--- src/rtl/fetch_unit.sv ---
// Instruction-fetch stage: owns the PC, reads instruction memory over a ready
// handshake, parks a completed word while stalled, and redirects after one delay slot.
module fetch_unit #(
  parameter logic [31:0] RESET_PC = 32'h0000_0000,
  parameter logic [31:0] NOP_WORD = 32'h0000_0000
) (
  input  logic        clock,
  input  logic        reset,
  input  logic [5:0]  stall,
  input  logic        branch_flag,
  input  logic [31:0] branch_target,
  output logic        mem_read_enable,
  output logic [31:0] mem_address,
  input  logic [31:0] mem_read_data,
  input  logic        mem_ready,
  output logic [31:0] if_register_pc_read_data,
  output logic [31:0] if_instruction,
  output logic        stall_request
);

  typedef enum logic [0:0] {
    FETCH = 1'b0,
    HOLD  = 1'b1
  } state_t;

  state_t      state_r, state_next_s;
  logic [31:0] pc_r, pc_next_s;
  logic [31:0] hold_buf_r, hold_buf_next_s;
  logic        pend_valid_r, pend_valid_next_s;
  logic [31:0] pend_target_r, pend_target_next_s;
  logic        word_valid_s;
  logic        advance_s;
  logic [31:0] branch_addr_s;
  logic        unused_stall_s;

  // Only stall[0] concerns this stage; the rest of the vector belongs to later stages.
  assign unused_stall_s = ^stall[5:1];
  assign branch_addr_s  = {branch_target[31:2], 2'b00};

  // Advance decision and next-PC selection (branch beats pending redirect beats pc+4).
  always_comb begin
    word_valid_s = 1'b0;
    advance_s    = 1'b0;
    pc_next_s    = pc_r;
    if (state_r == FETCH) begin
      word_valid_s = mem_ready;
    end else begin
      word_valid_s = 1'b1;
    end
    advance_s = word_valid_s && !stall[0];
    if (advance_s) begin
      if (branch_flag) begin
        pc_next_s = branch_addr_s;
      end else if (pend_valid_r) begin
        pc_next_s = pend_target_r;
      end else begin
        pc_next_s = pc_r + 32'd4;
      end
    end else begin
      pc_next_s = pc_r;
    end
  end

  // State, hold buffer and pending-branch next values.
  always_comb begin
    state_next_s       = state_r;
    hold_buf_next_s    = hold_buf_r;
    pend_valid_next_s  = pend_valid_r;
    pend_target_next_s = pend_target_r;
    case (state_r)
      FETCH: begin
        if (mem_ready && stall[0]) begin
          // Park the completed word so it is never requested a second time.
          state_next_s    = HOLD;
          hold_buf_next_s = mem_read_data;
        end else begin
          state_next_s = FETCH;
        end
      end
      HOLD: begin
        if (!stall[0]) begin
          state_next_s = FETCH;
        end else begin
          state_next_s = HOLD;
        end
      end
      default: begin
        state_next_s = FETCH;
      end
    endcase
    if (advance_s) begin
      pend_valid_next_s = 1'b0;
    end else if (branch_flag) begin
      pend_valid_next_s  = 1'b1;
      pend_target_next_s = branch_addr_s;
    end else begin
      pend_valid_next_s = pend_valid_r;
    end
  end

  // State and PC registers with synchronous active-low reset.
  always_ff @(posedge clock) begin
    if (!reset) begin
      state_r       <= FETCH;
      pc_r          <= RESET_PC;
      hold_buf_r    <= 32'h0000_0000;
      pend_valid_r  <= 1'b0;
      pend_target_r <= 32'h0000_0000;
    end else begin
      state_r       <= state_next_s;
      pc_r          <= pc_next_s;
      hold_buf_r    <= hold_buf_next_s;
      pend_valid_r  <= pend_valid_next_s;
      pend_target_r <= pend_target_next_s;
    end
  end

  // IF-side outputs; everything is forced low while reset is asserted.
  always_comb begin
    mem_read_enable          = 1'b0;
    mem_address              = 32'h0000_0000;
    if_register_pc_read_data = 32'h0000_0000;
    if_instruction           = 32'h0000_0000;
    stall_request            = 1'b0;
    if (reset) begin
      mem_address              = pc_r;
      if_register_pc_read_data = pc_r;
      case (state_r)
        FETCH: begin
          mem_read_enable = 1'b1;
          if (mem_ready) begin
            if_instruction = mem_read_data;
            stall_request  = 1'b0;
          end else begin
            if_instruction = NOP_WORD;
            stall_request  = 1'b1;
          end
        end
        HOLD: begin
          if_instruction = hold_buf_r;
        end
        default: begin
          if_instruction = NOP_WORD;
        end
      endcase
    end else begin
      mem_read_enable = 1'b0;
      stall_request   = 1'b0;
    end
  end

endmodule

--- config.mk ---
export PLATFORM = sky130hd
export DESIGN_NAME = fetch_unit
export DESIGN_NICKNAME = d
export VERILOG_FILES = /design/src/rtl/fetch_unit.sv
export SDC_FILE = /design/constraint.sdc
export NUM_CORES = 1
export LEC_CHECK = 0
export ABC_AREA = 1
export CAP_MARGIN = 20
export CELL_PAD_IN_SITES_DETAIL_PLACEMENT = 1
export CELL_PAD_IN_SITES_GLOBAL_PLACEMENT = 1
export CORE_UTILIZATION = 32
export DETAILED_ROUTE_END_ITERATION = 7
export MAX_ROUTING_LAYER = met4
export PLACE_DENSITY = 0.88
export RECOVER_POWER = 100
export SETUP_SLACK_MARGIN = 0.05
export SLEW_MARGIN = 20
export SYNTH_ARGS = -nofsm -noshare
export SYNTH_HDL_FRONTEND = slang
export SYNTH_SLANG_ARGS = --single-unit
--- constraint.sdc ---
create_clock -name clock -period 1.65 [get_ports clock]
set_input_delay 0.2475 -clock clock [delete_from_list [all_inputs] [get_ports clock]]
set_output_delay 0.2475 -clock clock [all_outputs]
set_load 0.03 [all_outputs]
[Word level (Yosys, flattened, before mapping)]
Cells that the tools add are included.
Widths: inputs -> output; s select.
Cells by class
  $mul: 0
  order comparisons: 0
  shifts and indexed selects: 0
  equal/unequal tests: 0
  bitwise logic cells: 3
  multiplexer cells: 15
  add/sub/neg operators: 1
  div/mod/pow operators: 0
  reduce and logical (&&, ||, !) cells: 6
Operator list (count)
  $mux 32: 5
  $pmux 32 s2: 1
  $add 32x3->32 const B: 1
  $mux 1: 8
  $reduce_and 2->1: 2
  $not 1->1: 3
  $logic_and 1x1->1: 2
  $pmux 1 s2: 1
  $reduce_or 2->1: 1
  $logic_not 1->1: 1
Word-level totals
  memory bits (writable): 0
  word-level logic and storage cells: 30
  memories kept: 0
  register bits: 96
  output and inout port bits: 98
  memory bits (read-only): 0
  input bits: 74
  bits in latches: 0

[Depth between registers and ports, before layout]
Gate-level depths: netlist of run 1.
  depth in word-level cells: 4
  mapped depth: 11
  gate-level depth less buffers: 11

[Worst setup path before layout of run 1]
OpenSTA, ideal clock, no wires.
  path kind: register to output
  start point: register state_r
  end point: output port if_instruction[10]
  required time: 1402 ps
  cell stages (with the launch flop): 6
  slack: -59 ps
  arrival time: 1461 ps
  path through: dfxtp_1 buf_4 nor2_2 clkbuf_1 nand2_1 a21oi_1
Between the ends
  cells in the longest elaborated chain, start to end: 3
RTL lines
  from (decl): RTL line 26  | state_t state_r, state_next_s;
  from (signal assigned): RTL line 110  | state_r <= state_next_s;
  $not 1->1
  $pmux 32 s2 *: RTL line 128  | case (state_r)
  $mux 32 *: RTL line 125  | if (reset) begin
  to (decl): RTL line 17  | output logic [31:0] if_instruction,
Every way passes the cells marked *; elsewhere a longest branch is shown, timed or not.

[Worst setup path after layout of run 1]
  start point: register state_r
  end point: output port if_instruction[8]
Same word-level chain as after synthesis.

==> results of run 1 <==
## how the worst min path moves through the flow
stage,from,cells after the start,end,slack [ps]
finish,reset,4,hold_buf_r[13]$_SDFFE_PN0P_,430
global route,reset,4,hold_buf_r[13]$_SDFFE_PN0P_,440
CTS,reset,4,hold_buf_r[1]$_SDFFE_PN0P_,420
detailed placement,pend_target_r[23]$_SDFFE_PN0P_,2,pend_target_r[23]$_SDFFE_PN0P_,450
global placement,pend_target_r[21]$_SDFFE_PN0P_,2,pend_target_r[21]$_SDFFE_PN0P_,440
floorplan,mem_read_data[0],2,hold_buf_r[0]$_SDFFE_PN0P_,410
## flip-flops by register name, summed over array words and instances (netlist names)
name and count:
pend_valid_r 1, state_r 1, pc_r 30, hold_buf_r 32, pend_target_r 30
## timing repair
action | CTS | global route
buffers inserted | 1 | 3
cloned | 2 | 0
pin swaps | 6 | 9
setup endpoints to repair | 39 | 56
resized for setup | 40 | 43
## per-stage QoR
step                      hold WS [ps]  total power [mW]  setup WS (ps)  setup TNS [ps]
after CTS                          418              6.45           -105           -2430
final                              435              6.45          -75.1            -764
after global routing               439              6.72           -145           -3410
after global placement             440              3.92           -144           -5050
after detailed placement           446              3.97           -160           -9090
after floorplan                    413              3.39           63.7               0
## logic make-up after synthesis
family | count (synthesis) | share of synthesized area [%]
and+or+nand+nor | 471 | 35.3
AOI/OAI and AO/OA | 166 | 15.8
buffers and inverters | 152 | 13.1
DFF | 94 | 33.9
xor gates and xnor gates | 10 | 1.58
adders and majority gates | 1 | 0.225
other | 1 | 0.0675
## cell type report
cell class                      instances  share of cell area, %
Multi-Input combinational cell        652                   40.2
Timing Repair Buffer                  216                   25.0
Sequential cell                        94                   23.8
Tap cell                              220                   3.45
Inverter                               69                   3.25
Clock buffer                            9                   2.82
Clock inverter                          7                   1.51
## critical path, delay by kind of cell (launching register included)
kind	cells	cell delay, ps
AOI/OAI and AO/OA	1	180
DFF	1	380
and+or+nand+nor	2	250
buffers and inverters	2	320
## power groups by stage
stage	sequential, mW	combinational (mW)	clock (mW)
floorplan	2.56	0.832	0
CTS	2.55	1.42	2.48
global route	2.57	1.57	2.57
detailed placement	2.60	1.38	0
global placement	2.59	1.34	0
finish	2.56	1.45	2.45
## layout by cell type (no fill, tap or decap), drive strengths merged, types with 2 or more instances in the layout
| cell | synthesis | routed |
|---|---|---|
| and2 | 2 | 2 |
| or2 | 8 | 8 |
| nor2 | 170 | 170 |
| nand2 | 246 | 246 |
| o21bai | 2 | 2 |
| nand3 | 39 | 39 |
| inv | 69 | 70 |
| a211oi | 13 | 13 |
| buf | 60 | 150 |
| clkbuf | 23 | 9 |
| o21ai | 69 | 69 |
| clkdlybuf4s50 | 0 | 64 |
| clkinv | 0 | 2 |
| bufinv | 0 | 3 |
| a21oi | 74 | 74 |
| nor3 | 4 | 4 |
| o22ai | 8 | 8 |
| xor2 | 9 | 9 |
| dfxtp | 94 | 94 |
| conb | 1 | 4 |
## metal layers
layer  vias to the layer above  share of wire (%)
met4                         0                2.3
li1                       3075                  -
met5                         -                  0
met3                        36                4.5
met1                      3091                 42
met2                       181                 51
==> load_flow_metrics.sql, run 1 <==
INSERT INTO impl_metrics (metric_group, metric, value, unit) VALUES
('run_status', 'outcome', 'complete, but fails checks', ''),
('run_status', 'violations', 'negative setup slack', ''),
('final_layout', 'area_growth_syn_to_layout', '43.6', '%'),
('worst_setup_path', 'crit_path_cell_trace', 'nor2_4, buf_6, nand2_1, a21oi_2, buf_6', ''),
('global_route', 'grt_use_met3', '3.08', '%'),
('cts', 'clock-sinks', '94', ''),
('final_layout', 'sequential_cell_area', '1900', 'µm²'),
('global_route', 'global_route.peak_usage_layer', 'met2', ''),
('placement', 'hpwl_dp', '14500', 'µm'),
('worst_setup_path', 'cp_data_required_time', '1400', 'ps'),
('floorplanning', 'die_w', '134', 'µm'),
('synth', 'synth-async-reset-ratio', '0', '%'),
('worst_setup_path', 'crit_fanout', '9', ''),
('floorplanning', 'initial_core_util', '33.1', '%'),
('synth', 'netlist_area', '5560', 'µm²'),
('global_route', 'antenna_violations_before_repair', '0', ''),
('synth', 'synthesis.yosys.warnings', '0', ''),
('final_layout', 'nNetsFinal', '1117', ''),
('synth', 'synth.ff_latch_count', '94', ''),
('synth', 'synth_edf_count', '0', ''),
('power', 'power.share.switching', '30.0', '%'),
('detailed_routing', 'drt_first_iter_violations', '279', ''),
('synth', 'synthTopCellsByArea', 'sky130_fd_sc_hd__dfxtp_1 (34%), sky130_fd_sc_hd__nand2_1 (16%), sky130_fd_sc_hd__nor2_1 (10%)', ''),
('global_route', 'first_global_vias', '6650', ''),
('sta', 'final.period_utilization', '105', '%'),
('worst_setup_path', 'ff2ff_setup_slack', '50', 'ps'),
('detailed_routing', 'detail_route.first_pass.iterations', '4', ''),
('detailed_routing', 'avgRoutedWirePerCell', '16.4', 'µm'),
('power', 'power.share.clock', '37.9', '%'),
('worst_setup_path', 'worst-endpoint-arrival', '1480', 'ps'),
('detailed_routing', 'drt.antenna.violating_nets', '0', ''),
('sta', 'final_setup_viols', '30', ''),
('global_route', 'grt_util_met2', '42.2', '%'),
('synth', 'yosysMostFrequentCell', 'sky130_fd_sc_hd__nand2_1', ''),
('power', 'power.switching', '1.93', 'mW'),
('floorplanning', 'rows', '47', ''),
('job', 'max_cap_viol_count', '0', ''),
('worst_setup_path', 'critPathSlowestCell', 'sky130_fd_sc_hd__dfxtp_4', ''),
('cts', 'cts.path.max_buffers', '2', ''),
('cts', 'tritoncts_clock_tree', 'yes', ''),
('synth', 'post-synth-top-area-fraction', '33.9', '%'),
('global_route', 'grt_start_max_net_pins', '51', ''),
('floorplanning', 'die_area', '17900', 'µm²'),
('global_route', 'grt_util_all_layers', '23.7', '%'),
('global_route', 'grt_use_met1', '26.7', '%'),
('final_layout', 'instances_no_fill', '1267', ''),
('detailed_routing', 'detail_route.drc_violations', '0', ''),
('worst_setup_path', 'cpMostUsedCell', 'sky130_fd_sc_hd__buf_6', ''),
('synth', 'synth_area_per_cell', '6.21', 'µm²'),
('sta', 'maxSlewViolCount', '0', ''),
('power', 'vdd_drop_max', '0.000543', 'V'),
('detailed_routing', 'post_drt_via_cell_ratio', '5.04', ''),
('cts', 'ctsRootBufferMaster', 'sky130_fd_sc_hd__clkbuf_16', ''),
('worst_setup_path', 'critical_path.startpoint', 'state_r$_SDFF_PN0_', ''),
('global_route', 'grt_pass1_wl', '32800', 'µm'),
('sta', 'final_period_minus_worst_setup_slack', '1730', 'ps'),
('worst_setup_path', 'critical_path.endpoint_type', 'output pin', ''),
('worst_setup_path', 'cell_count_of_the_worst_reg_to_reg_path', '7', ''),
('sta', 'final_setup_slack_of_the_worst_path', '-75.1', 'ps'),
('final_layout', 'multi_input_comb_area', '3200', 'µm²'),
('placement', 'place.port_buffers', '160', ''),
('global_route', 'globalRoute.totalOverflow', '0', ''),
('floorplanning', 'core', '16800', 'µm²'),
('worst_setup_path', 'timing.setup.critical_path_class', 'reg2out', ''),
('synth', 'syn-instance-count', '895', ''),
('placement', 'placed_cell_area', '7320', 'µm²'),
('worst_setup_path', 'startpoint_type', 'register', ''),
('worst_setup_path', 'cpPeakStageDelay', '380', 'ps'),
('sta', 'fmax', '580', 'MHz'),
('worst_setup_path', 'r2r_end', 'pc_r[10]$_SDFFE_PN0P_', ''),
('worst_setup_path', 'critical_path.reg2reg.startpoint', 'pc_r[7]$_SDFFE_PN0P_', '');
Power figures use the tool's default switching activity.
==> run 2, diff against run 1 <==
Settings changed: CORE_MARGIN set to 5.
==> run 2 against run 1 <==
Against the previous run: the flow still finishes with violations (negative setup slack); fmax is 3.3% lower; global-route usage is 2.5 points lower; cell count is 0.47% higher; count of clock-buffer cells in the layout is 1 higher; non-clock buffer count stayed put; via count is 1.7% lower; sequential share of layout area is 0.080 points higher; combinational power hardly changed; core utilization is 1.6 points lower; setup slack worse by 58 ps; die area is 12% higher; critical endpoint is now if_instruction[4]; largest cell class unchanged.
==> load_flow_metrics.sql, run 2 (synthesis gave the netlist of run 1 again) <==
INSERT INTO impl_metrics (metric_group, metric, value, unit) VALUES
('run_status', 'outcome', 'complete, but fails checks', ''),
('run_status', 'violations', 'negative setup slack', ''),
('final_layout', 'layout-drive-gt1-share', '23.2', '%'),
('sta', 'setup_tns_final', '-2580', 'ps'),
('worst_setup_path', 'timing.setup.critical_path_class', 'reg2out', ''),
('job', 'max_cap_viol_count', '0', ''),
('final_layout', 'number_of_flip_flops_under_the_largest_register_name', '32', ''),
('power', 'finalPower', '6.17', 'mW'),
('placement', 'hpwl_dp', '14900', 'µm'),
('detailed_routing', 'detailroute.via_count', '6272', ''),
('cts', 'clock_slew_at_reported_path_ffs', '70', 'ps'),
('final_layout', 'nNetsFinal', '1117', ''),
('worst_setup_path', 'cp.buffers_inverters', '3', ''),
('sta', 'final_setup_slack_of_the_worst_path', '-133', 'ps'),
('worst_setup_path', 'crit_path_cell_trace', 'nor2_4, buf_4, buf_16, nand2_1, a21oi_2, buf_6', ''),
('detailed_routing', 'avgRoutedWirePerCell', '16.5', 'µm'),
('worst_setup_path', 'crit_fanout', '4', ''),
('placement', 'gp_congestion', '0.906', ''),
('detailed_routing', 'detail_route.drc_violations', '0', ''),
('worst_setup_path', 'cpPeakStageDelay', '360', 'ps'),
('final_layout', 'final_common_cell', 'sky130_fd_sc_hd__nand2_1', ''),
('final_layout', 'reg.largest.list', 'hold_buf_r (32), pc_r (30), pend_target_r (30)', ''),
('power', 'vdd_drop_max', '0.000580', 'V'),
('final_layout', 'final_cell_area', '7900', 'µm²'),
('cts', 'clock-sinks', '94', ''),
('floorplanning', 'die_w', '142', 'µm'),
('detailed_routing', 'detail_route.first_pass.iterations', '4', ''),
('final_layout', 'fillCellCount', '2249', ''),
('sta', 'hold_slack', '417', 'ps'),
('floorplanning', 'rows', '48', ''),
('detailed_routing', 'drt.antenna.violating_nets', '0', ''),
('sta', 'fmax', '561', 'MHz'),
('global_route', 'grt_start_max_net_pins', '50', ''),
('sta', 'final_period_minus_worst_setup_slack', '1780', 'ps'),
('final_layout', 'multi_input_comb_area', '3200', 'µm²'),
('sta', 'clock_skew', '5.27', 'ps'),
('floorplanning', 'fp.dieH', '142', 'µm'),
('sta', 'rsz0062_at_grt', 'true', ''),
('cts', 'ctsHoldBuffers', '0', ''),
('final_layout', 'sequential_cell_area', '1890', 'µm²'),
('power', 'static-leakage-power', '3.48', 'nW'),
('worst_setup_path', 'critical_path.endpoint_type', 'output pin', ''),
('global_route', 'grt_util_all_layers', '21.2', '%'),
('global_route', 'first_global_vias', '6553', ''),
('cts', 'insertion_delay', '350', 'ps'),
('floorplanning', 'initial_core_util', '32.3', '%'),
('cts', 'number_of_buffers_inserted_during_clock_tree_synthesis', '9', ''),
('sta', 'final_setup_viols', '31', ''),
('detailed_routing', 'wl', '21100', 'µm'),
('sta', 'hold_violations', '0', ''),
('detailed_routing', 'drt_first_iter_violations', '257', ''),
('global_route', 'grt_pass1_wl', '33400', 'µm'),
('sta', 'final.period_utilization', '108', '%'),
('global_route', 'antenna_violations_before_repair', '1', ''),
('power', 'power_density', '782', 'nW/µm²'),
('worst_setup_path', 'cp_data_required_time', '1400', 'ps'),
('hold_path', 'worstHoldPathType', 'in2reg', ''),
('placement', 'placed_cell_area', '7350', 'µm²'),
('final_layout', 'largest_register', 'hold_buf_r', ''),
('cts', 'ctsRootBufferMaster', 'sky130_fd_sc_hd__clkbuf_16', ''),
('cts', 'cts_max_level', '3', ''),
('global_route', 'globalRoute.totalOverflow', '0', ''),
('final_layout', 'utilization', '46.0', '%'),
('floorplanning', 'core', '17200', 'µm²'),
('worst_setup_path', 'critPathSlowestCell', 'sky130_fd_sc_hd__dfxtp_4', ''),
('worst_setup_path', 'cpLargestDelayFamily', 'buffers and inverters', ''),
('worst_setup_path', 'worst-endpoint-arrival', '1540', 'ps'),
('cts', 'cts.path.max_buffers', '2', ''),
('floorplanning', 'die_area', '20100', 'µm²'),
('final_layout', 'area_growth_syn_to_layout', '42.2', '%'),
('cts', 'tritoncts_clock_tree', 'yes', ''),
('sta', 'maxSlewViolCount', '0', ''),
('final_layout', 'final_cell_mix', 'sky130_fd_sc_hd__nand2_1 (236), sky130_fd_sc_hd__nor2_1 (145), sky130_fd_sc_hd__dfxtp_1 (90)', ''),
('detailed_routing', 'post_drt_via_cell_ratio', '4.93', ''),
('placement', 'place.port_buffers', '160', ''),
('worst_setup_path', 'startpoint_type', 'register', ''),
('floorplanning', 'top_level_ports', '172', '');
[run 2: cell types whose count changed in the layout (fill, tap and decap cells not counted), moves of 5 or more]
cell / change
sky130_fd_sc_hd__clkbuf_1: +15
sky130_fd_sc_hd__dfxtp_1: +10
sky130_fd_sc_hd__buf_4: -56
sky130_fd_sc_hd__o21ai_0: -5
sky130_fd_sc_hd__dfxtp_2: -10
sky130_fd_sc_hd__o21ai_1: +5
sky130_fd_sc_hd__clkbuf_2: +30
[run 2: routing by layer]
layer | global-route usage [%] | share of wire [%] | routed length (µm)
met1 | 24.0 | 42 | 8810
met2 | 37.7 | 51 | 10700
met3 | 4.01 | 5.2 | 1090
met4 | 6.62 | 2.2 | 469
met5 | - | 0 | 0
[run 2: path summary, 6_finish.rpt]
kind | depth (start not counted) | slack, ps | end | from
hold reg to reg | 2 | 450 | pend_target_r[23]$_SDFFE_PN0P_ | pend_target_r[23]$_SDFFE_PN0P_
setup reg to reg | 8 | 0 | pc_r[7]$_SDFFE_PN0P_ | pc_r[2]$_SDFFE_PN0P_
hold / removal | 4 | 420 | hold_buf_r[8]$_SDFFE_PN0P_ | reset
setup / recovery | 6 | -130 | if_instruction[4] | state_r$_SDFF_PN0_
[run 2: timing repair]
item | 4_1_cts | 5_1_grt
cloned | 3 | 1
pin swaps | 7 | 13
setup buffers | 7 | 1
setup endpoints to repair | 43 | 52
gates resized for setup | 53 | 39
[run 2: power breakdown]
part	switching, mW	internal (mW)	total, mW
logic	0.858	0.608	1.47
registers	0.118	2.43	2.55
clock network	0.947	1.21	2.16
[run 2: layout make-up]
type / instances / area share [%]
Timing Repair Buffer: 216 / 24.9
Clock buffer: 10 / 3.03
Sequential cell: 94 / 23.9
Tap cell: 225 / 3.56
Antenna cell: 1 / 0.0317
Inverter: 69 / 3.28
Multi-Input combinational cell: 652 / 40.5
Clock inverter: 6 / 0.776
[run 2: through the flow]
step           std cells  worst slack, ps
2_1_floorplan        898             63.7
3_3_place_gp        1247             -144
3_5_place_dp        1247             -172
4_1_cts             1272            -65.9
5_1_grt             1273             -205
6_report            1273             -133
[run 2: tightest hold or removal path: cells and delay by family]
family | cells | cell delay, ps
AO/OA/AOI/OAI | 1 | 90
AND/OR/NAND/NOR | 1 | 40
buffers and inverters | 2 | 340
